File: src/rtl/multiword_add_sequencer.sv
// Streams WORDS x N-bit operand words (LSW first) through an external N-bit adder,
// carrying between words. Optional out_ovf port enabled by OVERFLOW_DETECT_EN.
module multiword_add_sequencer #(
    parameter  int N     = 4,
    parameter  int WORDS = 4,
    localparam int CNT_W = $clog2(WORDS) + 1
) (
    input  logic         clk,
    input  logic         rst_n,
    input  logic         start,
    input  logic         cin,
    input  logic         in_valid,
    output logic         in_ready,
    input  logic [N-1:0] in_a,
    input  logic [N-1:0] in_b,
    output logic [N-1:0] add_a,
    output logic [N-1:0] add_b,
    output logic         add_cin,
    input  logic [N-1:0] add_sum,
    input  logic         add_cout,
    output logic         out_valid,
    input  logic         out_ready,
    output logic [N-1:0] out_sum,
    output logic         out_last,
    output logic         out_cout,
`ifdef OVERFLOW_DETECT_EN
    output logic         out_ovf,
`endif
    output logic         busy
);

    typedef enum logic [1:0] {
        IDLE = 2'd0,
        RUN  = 2'd1,
        DONE = 2'd2
    } state_t;

    state_t           state_q, state_d;
    logic             carry_q;
    logic [CNT_W-1:0] cnt_q;
    logic             accept;
    logic             last_word;
    logic             release_done;

    assign last_word = (cnt_q == CNT_W'(WORDS - 1));

    // Valid/ready: a word moves on a rising edge where valid && ready are both high;
    // the output register accepts a new word in the same cycle its old one drains.
    always_comb begin
        state_d      = state_q;
        in_ready     = 1'b0;
        busy         = 1'b0;
        add_a        = '0;
        add_b        = '0;
        add_cin      = 1'b0;
        accept       = 1'b0;
        release_done = 1'b0;
        case (state_q)
            IDLE: begin
                if (start) state_d = RUN;
            end
            RUN: begin
                busy     = 1'b1;
                add_a    = in_a;
                add_b    = in_b;
                add_cin  = carry_q;
                in_ready = !out_valid || out_ready;
                accept   = in_valid && in_ready;
                if (accept && last_word) state_d = DONE;
            end
            DONE: begin
                busy         = 1'b1;
                release_done = out_valid && out_ready && out_last;
                if (release_done) state_d = IDLE;
            end
            default: state_d = IDLE;
        endcase
    end

    always_ff @(posedge clk or negedge rst_n) begin
        if (!rst_n) begin
            state_q   <= IDLE;
            carry_q   <= 1'b0;
            cnt_q     <= '0;
            out_valid <= 1'b0;
            out_sum   <= '0;
            out_last  <= 1'b0;
            out_cout  <= 1'b0;
`ifdef OVERFLOW_DETECT_EN
            out_ovf   <= 1'b0;
`endif
        end else begin
            state_q <= state_d;
            if (state_q == IDLE && start) begin
                carry_q <= cin;
                cnt_q   <= '0;
            end
            if (accept) begin
                out_sum   <= add_sum;
                out_valid <= 1'b1;
                carry_q   <= add_cout;
                cnt_q     <= cnt_q + CNT_W'(1);
                out_last  <= last_word;
                out_cout  <= last_word ? add_cout : 1'b0;
`ifdef OVERFLOW_DETECT_EN
                // Sign of the top word decides two's-complement overflow of the whole add.
                out_ovf   <= last_word && (in_a[N-1] == in_b[N-1]) && (add_sum[N-1] != in_a[N-1]);
`endif
            end else if (state_q == RUN && out_ready) begin
                out_valid <= 1'b0;
            end
            if (release_done) begin
                out_valid <= 1'b0;
                out_last  <= 1'b0;
                out_cout  <= 1'b0;
                carry_q   <= 1'b0;
`ifdef OVERFLOW_DETECT_EN
                out_ovf   <= 1'b0;
`endif
            end
        end
    end

endmodule

File: config.mk
export PLATFORM = sky130hd
export DESIGN_NAME = multiword_add_sequencer
export DESIGN_NICKNAME = d
export VERILOG_FILES = /design/src/rtl/multiword_add_sequencer.sv
export SDC_FILE = /design/constraint.sdc
export NUM_CORES = 1
export LEC_CHECK = 0
export ABC_CLOCK_PERIOD_IN_PS = 2700
export CAP_MARGIN = 10
export CORE_MARGIN = 5
export CORE_UTILIZATION = 41
export DETAILED_ROUTE_END_ITERATION = 10
export PLACE_DENSITY_LB_ADDON = 0.3
export SLEW_MARGIN = 20
export SYNTH_ARGS = -nofsm -noshare
export SYNTH_HDL_FRONTEND = slang
export SYNTH_SLANG_ARGS = --single-unit
export TNS_END_PERCENT = 50
File: constraint.sdc
create_clock -name clk -period 2.7 [get_ports clk]
set_clock_uncertainty 0.2 [all_clocks]
set_input_delay 0.675 -clock clk [delete_from_list [all_inputs] [get_ports clk]]
set_output_delay 0.675 -clock clk [all_outputs]
set_load 0.02 [all_outputs]
* Yosys cells after proc, flatten, opt, wreduce, memory -nomap -nowiden
Index checks and enable logic that the tools add are counted.
** Word-level totals
- Register bits :: 13
- Bits of input ports :: 19
- Output and inout bits :: 18
- Word-level logic and storage cells :: 53
** Cells by class
- Add/subtract/negate cells :: 1
- Equal/unequal tests :: 6
- Muxes and demuxes :: 24
- Reductions and logical operators :: 15
** Operators by type and width (count)
- $mux 1 :: 16
- $mux 4 :: 2
- $logic_and 1x1->1 :: 6
- $mux 2 :: 3
- $mux 3 :: 2
- $ne 2x2->1 const B :: 3
- $pmux 2 s3 :: 1
- $reduce_bool 3->1 :: 2
- $reduce_bool 2->1 :: 2
- $add 3x1->3 const B :: 1
- $eq 3x2->1 const B :: 1
- $reduce_and 3->1 :: 1
- $eq 2x1->1 const B :: 1
- $eq 2x2->1 const B :: 1
- $logic_not 2->1 :: 1
- $reduce_or 2->1 :: 1
- $logic_not 1->1 :: 1
- $logic_or 1x1->1 :: 1

* Longest topological paths before layout
Gate-level depths: netlist of the first run.
- Depth in word-level cells :: 6
- Gate-level depth with buffers :: 6
- Mapped depth without buffers :: 5

* Worst setup path before layout of the first run
No wires, ideal clock.
- Kind :: register to output
- Start :: reg state_q[1]
- End :: out in_ready
- Arrival time :: 1147 ps
- Data required time :: 1825 ps
- Setup slack :: 678 ps
- Cell stages (with the launch flop) :: 5
- Buffers on the path :: 1
- Cell sequence :: dfrtp_1 > inv_1 > ha_1 > clkbuf_1 > and2_1
** Between the ends
- Longest elaborated chain between the ends :: 2
** RTL lines
- from (decl) :: RTL line 38 : state_t state_q, state_d;
- from (signal assigned) :: RTL line 93 : state_q <= state_d;
- $eq 2x1->1 :: RTL line 58 : case (state_q)
- $mux 1 :: RTL line 58
- to (decl) :: RTL line 13 : output logic in_ready,
No other way between the ends.

* Worst setup path in the final report of the first run
- Start :: in out_ready
- End :: out in_ready
** Between the ends
- Longest elaborated chain between the ends :: 2
** RTL lines
- from (decl) :: RTL line 22 : input logic out_ready,
- $logic_or 1x1->1 :: RTL line 67 : in_ready = !out_valid || out_ready;
- $mux 1 :: RTL line 58
No other way between the ends.

==> results.cfg, run 1 <==
[yosys]
yosys.area.top_type = dfrtp_1
synth_warnings = 0
netlist_area_sq_um = 714.4
synth_top_area_share_pct = 45.53
synth_area_leaders = dfrtp_1, ha_1, and2_1, mux2_2, nand3_1
ys_seq_area_share_pct = 45.53
synth_cells = 67
synth_cell_type_count = 21
synth_nets = 93
synth_seq_cells = 13
syn_area_per_cell_sq_um = 10.66

[global_routing]
grt_max_degree = 16
grt_pass1_wl_um = 2766
antenna_found_initial = 0
gr-total-overflow = 0
grt.met1_usage_pct = 15.52
grt_busiest_layer = met2
grt_util_met2_pct = 23.31
grt_use_met3_pct = 3.725
grt_pass1_vias = 636
grt_util_all_layers_pct = 13.61

[drt]
drt_first_pass_iters = 2
wl_um = 1604
wl_per_cell_um = 12.94
vias = 619
route.detailed.drc = 0
ant_nets = 0
drt_iter0_markers = 2
vias_per_cell = 4.992

[floorplanning]
ioPinCount = 37
die_h_um = 51.75
start_util_pct = 42.30
rows = 15
dieArea_sq_um = 2678
fp.dieW_um = 51.75
core_sq_um = 1689

[placement]
gp_congestion = 0.7243
dp_hpwl_um = 1252
placed_cells = 120
place_area_sq_um = 1102
io_buffers = 36

[sta]
drv_slew = 0
hold_viol = 0
slew_headroom_pct = 62.09
setup_viol = 0
rsz0062_at_grt = false
fmax_mhz = 378.9
period_share_pct = 97.75
period_minus_slack_ps = 2639
worst_slew_pin_slew_ps = 566.9

[setup_path]
critPathKind = input pin to output pin
path_max_fanout = 2
cp-startpoint = out_ready
crit_required_ps = 1820
worst_ep_arrival_time_ps = 1760
timing.rr.start = state_q[0]
critPathLaunchType = input pin
end_kind = output pin

[outcome]
status = completed

[finish]
stdcell_count = 124
syn2layout_area_growth_pct = 58.14
antenna_cells = 0
postLayoutCellArea_sq_um = 1130
drive_gt1_share_pct = 11.21
final_cell_mix = clkdlybuf4s50_1, dfrtp_1, and2_1
fillCellCount = 145
ff_latch_area_sq_um = 325.3
final_common_cell = clkdlybuf4s50_1
multi_input_area_sq_um = 374.1
nNetsFinal = 134

[clocking]
root_buffer = clkbuf_4
numCtsBuffers = 3
clkSinkCount = 13
clk_pin_slew_ps = 70
clkLatencyLatePin_ps = 270
hold_buffers = 0
htree_levels = 1
tritoncts = done
cts_setup_buffers = 0
clk_path_buf_depth = 2

[job]
drv_cap = 0

[hold_path]
hp-start = cnt_q[2]
hp-class = flop to flop

[pwr]
p_per_area_nw_per_um2 = 970.8
vdd_drop_max_v = 0.0006878
p_leak_uw = 0.0005330
==> state kept, by name, summed over array words and instances (netlist names) <==
name       flops
out_valid      1
carry_q        1
out_last       1
out_sum        4
out_cout       1
cnt_q          3
state_q        2
==> repair_timing <==
item | 4_1_cts | 5_1_grt
setup endpoints to repair | 10 | 0
resized for setup | 11 | 0
endpoints found under the hold margin | 0 | 0
==> worst max-delay path, stage by stage <==
cell and delay [ps]:
clkdlybuf4s50_1 420, nand2b_2 190, and2_1 170, dlygate4sd2_1 320
==> layout make-up <==
type | count | area share [%]
multi-input combinational | 47 | 33.11
timing repair buffer | 38 | 32.23
sequential | 13 | 28.79
clock buffer | 4 | 2.326
tap | 17 | 1.883
inverter | 5 | 1.661
==> logic make-up (layout without fill, tap and decap cells) <==
family | Yosys count | after routing | synth area share [%]
buffers and inverters | 7 | 47 | 3.852
multiplexers | 8 | 8 | 12.26
AND/OR/NAND/NOR | 25 | 25 | 20.14
adder cells (fa/ha/maj) | 7 | 7 | 12.26
AO/OA/AOI/OAI | 7 | 7 | 5.954
flip-flops | 13 | 13 | 45.53
==> per-layer routing <==
| layer | vias up | wire (um) |
|---|---|---|
| met5 | - | 0 |
| met4 | 0 | 14 |
| met3 | 2 | 159 |
| met2 | 27 | 748 |
| met1 | 282 | 681 |
| li1 | 308 | - |
==> where the power goes <==
| group | total, uW | switching (uW) | internal [uW] |
|---|---|---|---|
| logic | 656 | 325 | 331 |
| registers | 327 | 53.0 | 274 |
| clock network | 114 | 57.2 | 57.1 |
==> worst paths after layout <==
check | endpoint | slack (ps) | cells past startpoint
max in group asynchronous | out_sum[3] | 1360 | 1
setup reg to reg | state_q[0] | 880 | 5
hold reg to reg | cnt_q[2] | 310 | 2
setup / recovery | in_ready | 60 | 4
hold / removal | cnt_q[2] | 310 | 2
min in group asynchronous | carry_q | 570 | 1
==> through the flow <==
step           total power, uW  hold slack [ps]  utilization (%)  setup slack [ps]  TNS (ps)
6_report                  1097            306.8            66.89             60.82         0
5_1_grt                   1187            345.3            66.89            0.3220         0
4_1_cts                   1118            312.1            66.89             53.99         0
3_5_place_dp              1010            295.0            65.26            -198.4    -275.6
3_3_place_gp             998.3            285.8            65.26            -184.5    -227.5
2_1_floorplan            712.7            179.4                -             677.7         0
==> synthesized netlist by cell type <==
cell / instances
nor2b_1: 1
o21ai_0: 3
nand2b_2: 1
ha_1: 7
mux2_1: 2
nand3_2: 1
nand3_1: 5
dfrtp_1: 13
a221o_1: 1
a211oi_1: 1
clkbuf_1: 1
nor2_1: 3
mux2_2: 4
mux2i_1: 2
nand2_1: 2
and2_1: 10
nand4_1: 1
nand2b_1: 1
buf_2: 1
inv_1: 5
a21oi_1: 2
Power figures use the tool's default switching activity.
==> run 2: changes to the inputs <==
Settings changed: CAP_MARGIN 10 to not set, GPL_TIMING_DRIVEN set to 0.
==> results.cfg, run 2 (synthesis gave the netlist of run 1 again) <==
[finish]
final_cell_mix = clkdlybuf4s50_1, dfrtp_1, and2_1
nNetsFinal = 133
largest_registers = out_sum: 4 flops, cnt_q: 3 flops, state_q: 2 flops
drive_gt1_share_pct = 12.26
regMostFlops = out_sum
postLayoutCellArea_sq_um = 1126
syn2layout_area_growth_pct = 57.62
largest_reg_flops = 4
antenna_cells = 0
final_common_cell = clkdlybuf4s50_1
fillCellCount = 146

[pwr]
vdd_drop_max_v = 0.0005649
p_leak_uw = 0.0005631
p_per_area_nw_per_um2 = 971.7

[setup_path]
r2r_slack_ps = 880
r2r_end = state_q[1]
critPathKind = flop to output pin
critPathLaunchType = flop
ff2ff_path_depth = 5
worst_ep_arrival_time_ps = 1690
cp-startpoint = state_q[0]
timing.rr.start = state_q[0]
path_max_fanout = 4
crit_required_ps = 1820
end_kind = output pin
critPathCapture = busy

[sta]
rsz0062_at_grt = false
period_minus_slack_ps = 2561
hold-worst-slack_ps = 311.7
period_share_pct = 94.87
setup_viol = 0
fmax_mhz = 390.4
slew_headroom_pct = 60.99
fin_tns_setup_ps = 0
hold_viol = 0
worst_slew_pin_slew_ps = 583.4
drv_slew = 0

[clocking]
clk_path_buf_depth = 2
htree_levels = 1
clkSinkCount = 13
hold_buffers = 0
clkLatencyLatePin_ps = 260
tritoncts = done
clk_pin_slew_ps = 70
root_buffer = clkbuf_4
numCtsBuffers = 3

[drt]
wl_um = 1654
ant_nets = 0
route.detailed.drc = 0
drt_first_pass_iters = 4
vias = 606
drt_iter0_markers = 12
wl_per_cell_um = 13.45
vias_per_cell = 4.927

[placement]
io_buffers = 36
place_area_sq_um = 1096
gp_congestion = 0.7350
dp_hpwl_um = 1347

[global_routing]
grt_pass1_vias = 626
grt_util_all_layers_pct = 14.03
grt_max_degree = 14
gr-total-overflow = 0
antenna_found_initial = 0
grt_pass1_wl_um = 2863

[floorplanning]
fp.dieW_um = 51.75
start_util_pct = 42.30
ioPinCount = 37
core_sq_um = 1689
dieArea_sq_um = 2678
die_h_um = 51.75
rows = 15

[outcome]
status = completed

[job]
drv_cap = 0

[hold_path]
hp-class = flop to flop
hold_path_depth = 1
run 2: cell types whose count changed in the layout (fill, tap and decap cells not counted), sizes merged:
| cell | before | now |
|---|---|---|
| dlymetal6s2s | 0 | 3 |
| buf | 2 | 1 |
| dlygate4sd2 | 9 | 6 |
| clkbuf | 4 | 5 |
| clkdlybuf4s50 | 27 | 26 |
run 2: worst min-delay path by stage:
stage | start | to | slack, ps
after floorplan | rst_n | carry_q | 180
after global placement | cnt_q[2] | cnt_q[2] | 280
after detailed placement | out_sum[3] | out_sum[3] | 300
after CTS | out_sum[3] | out_sum[3] | 320
after global routing | cnt_q[0] | cnt_q[0] | 340
final | out_sum[1] | out_sum[1] | 310
run 2: cell type report:
| class | instances | area [sq um] | share of cell area, % |
|---|---|---|---|
| Clock buffer | 4 | 26.28 | 2.333 |
| Buffer | 1 | 5.005 | 0.4444 |
| Sequential cell | 13 | 325.3 | 28.89 |
| Multi-Input combinational cell | 47 | 374.1 | 33.22 |
| Tap cell | 17 | 21.27 | 1.889 |
| Inverter | 5 | 18.77 | 1.667 |
| Timing Repair Buffer | 36 | 355.3 | 31.56 |
run 2: what timing repair did:
action / CTS / global route
endpoints found under the setup margin: 10 / 4
resized for setup: 10 / 5
buffers inserted: 0 / 0
hold endpoints to repair: 0 / 0
run 2: metrics by stage:
stage	instances	power (uW)	setup slack (ps)	utilization, %
after global placement	120	988.6	-254.1	64.89
after detailed placement	120	1009	-276.2	64.89
after global routing	123	1187	61.07	66.67
final	123	1094	138.6	66.67
after CTS	123	1120	0.6035	66.52
after floorplan	67	712.7	677.7	-
run 2: routing by layer:
metal	GRT usage [%]	up-vias	wire length [um]
li1	-	305	-
met1	18.05	272	727
met2	23.52	27	777
met3	3.152	2	137
met4	3.930	0	12
met5	0	-	0
run 2: power by group:
part           total (uW)  switching (uW)  leakage [uW]  internal [uW]
clock                 114            56.6     0.0000150           57.0
combinational         650             328      0.000384            323
sequential            330            56.4      0.000164            274
total                1090             441      0.000563            653
run 2: worst max-delay path, cell delays in order (launching register included):
cell and delay [ps]:
dfrtp_1 430, inv_1 110, ha_1 290, clkdlybuf4s50_1 600
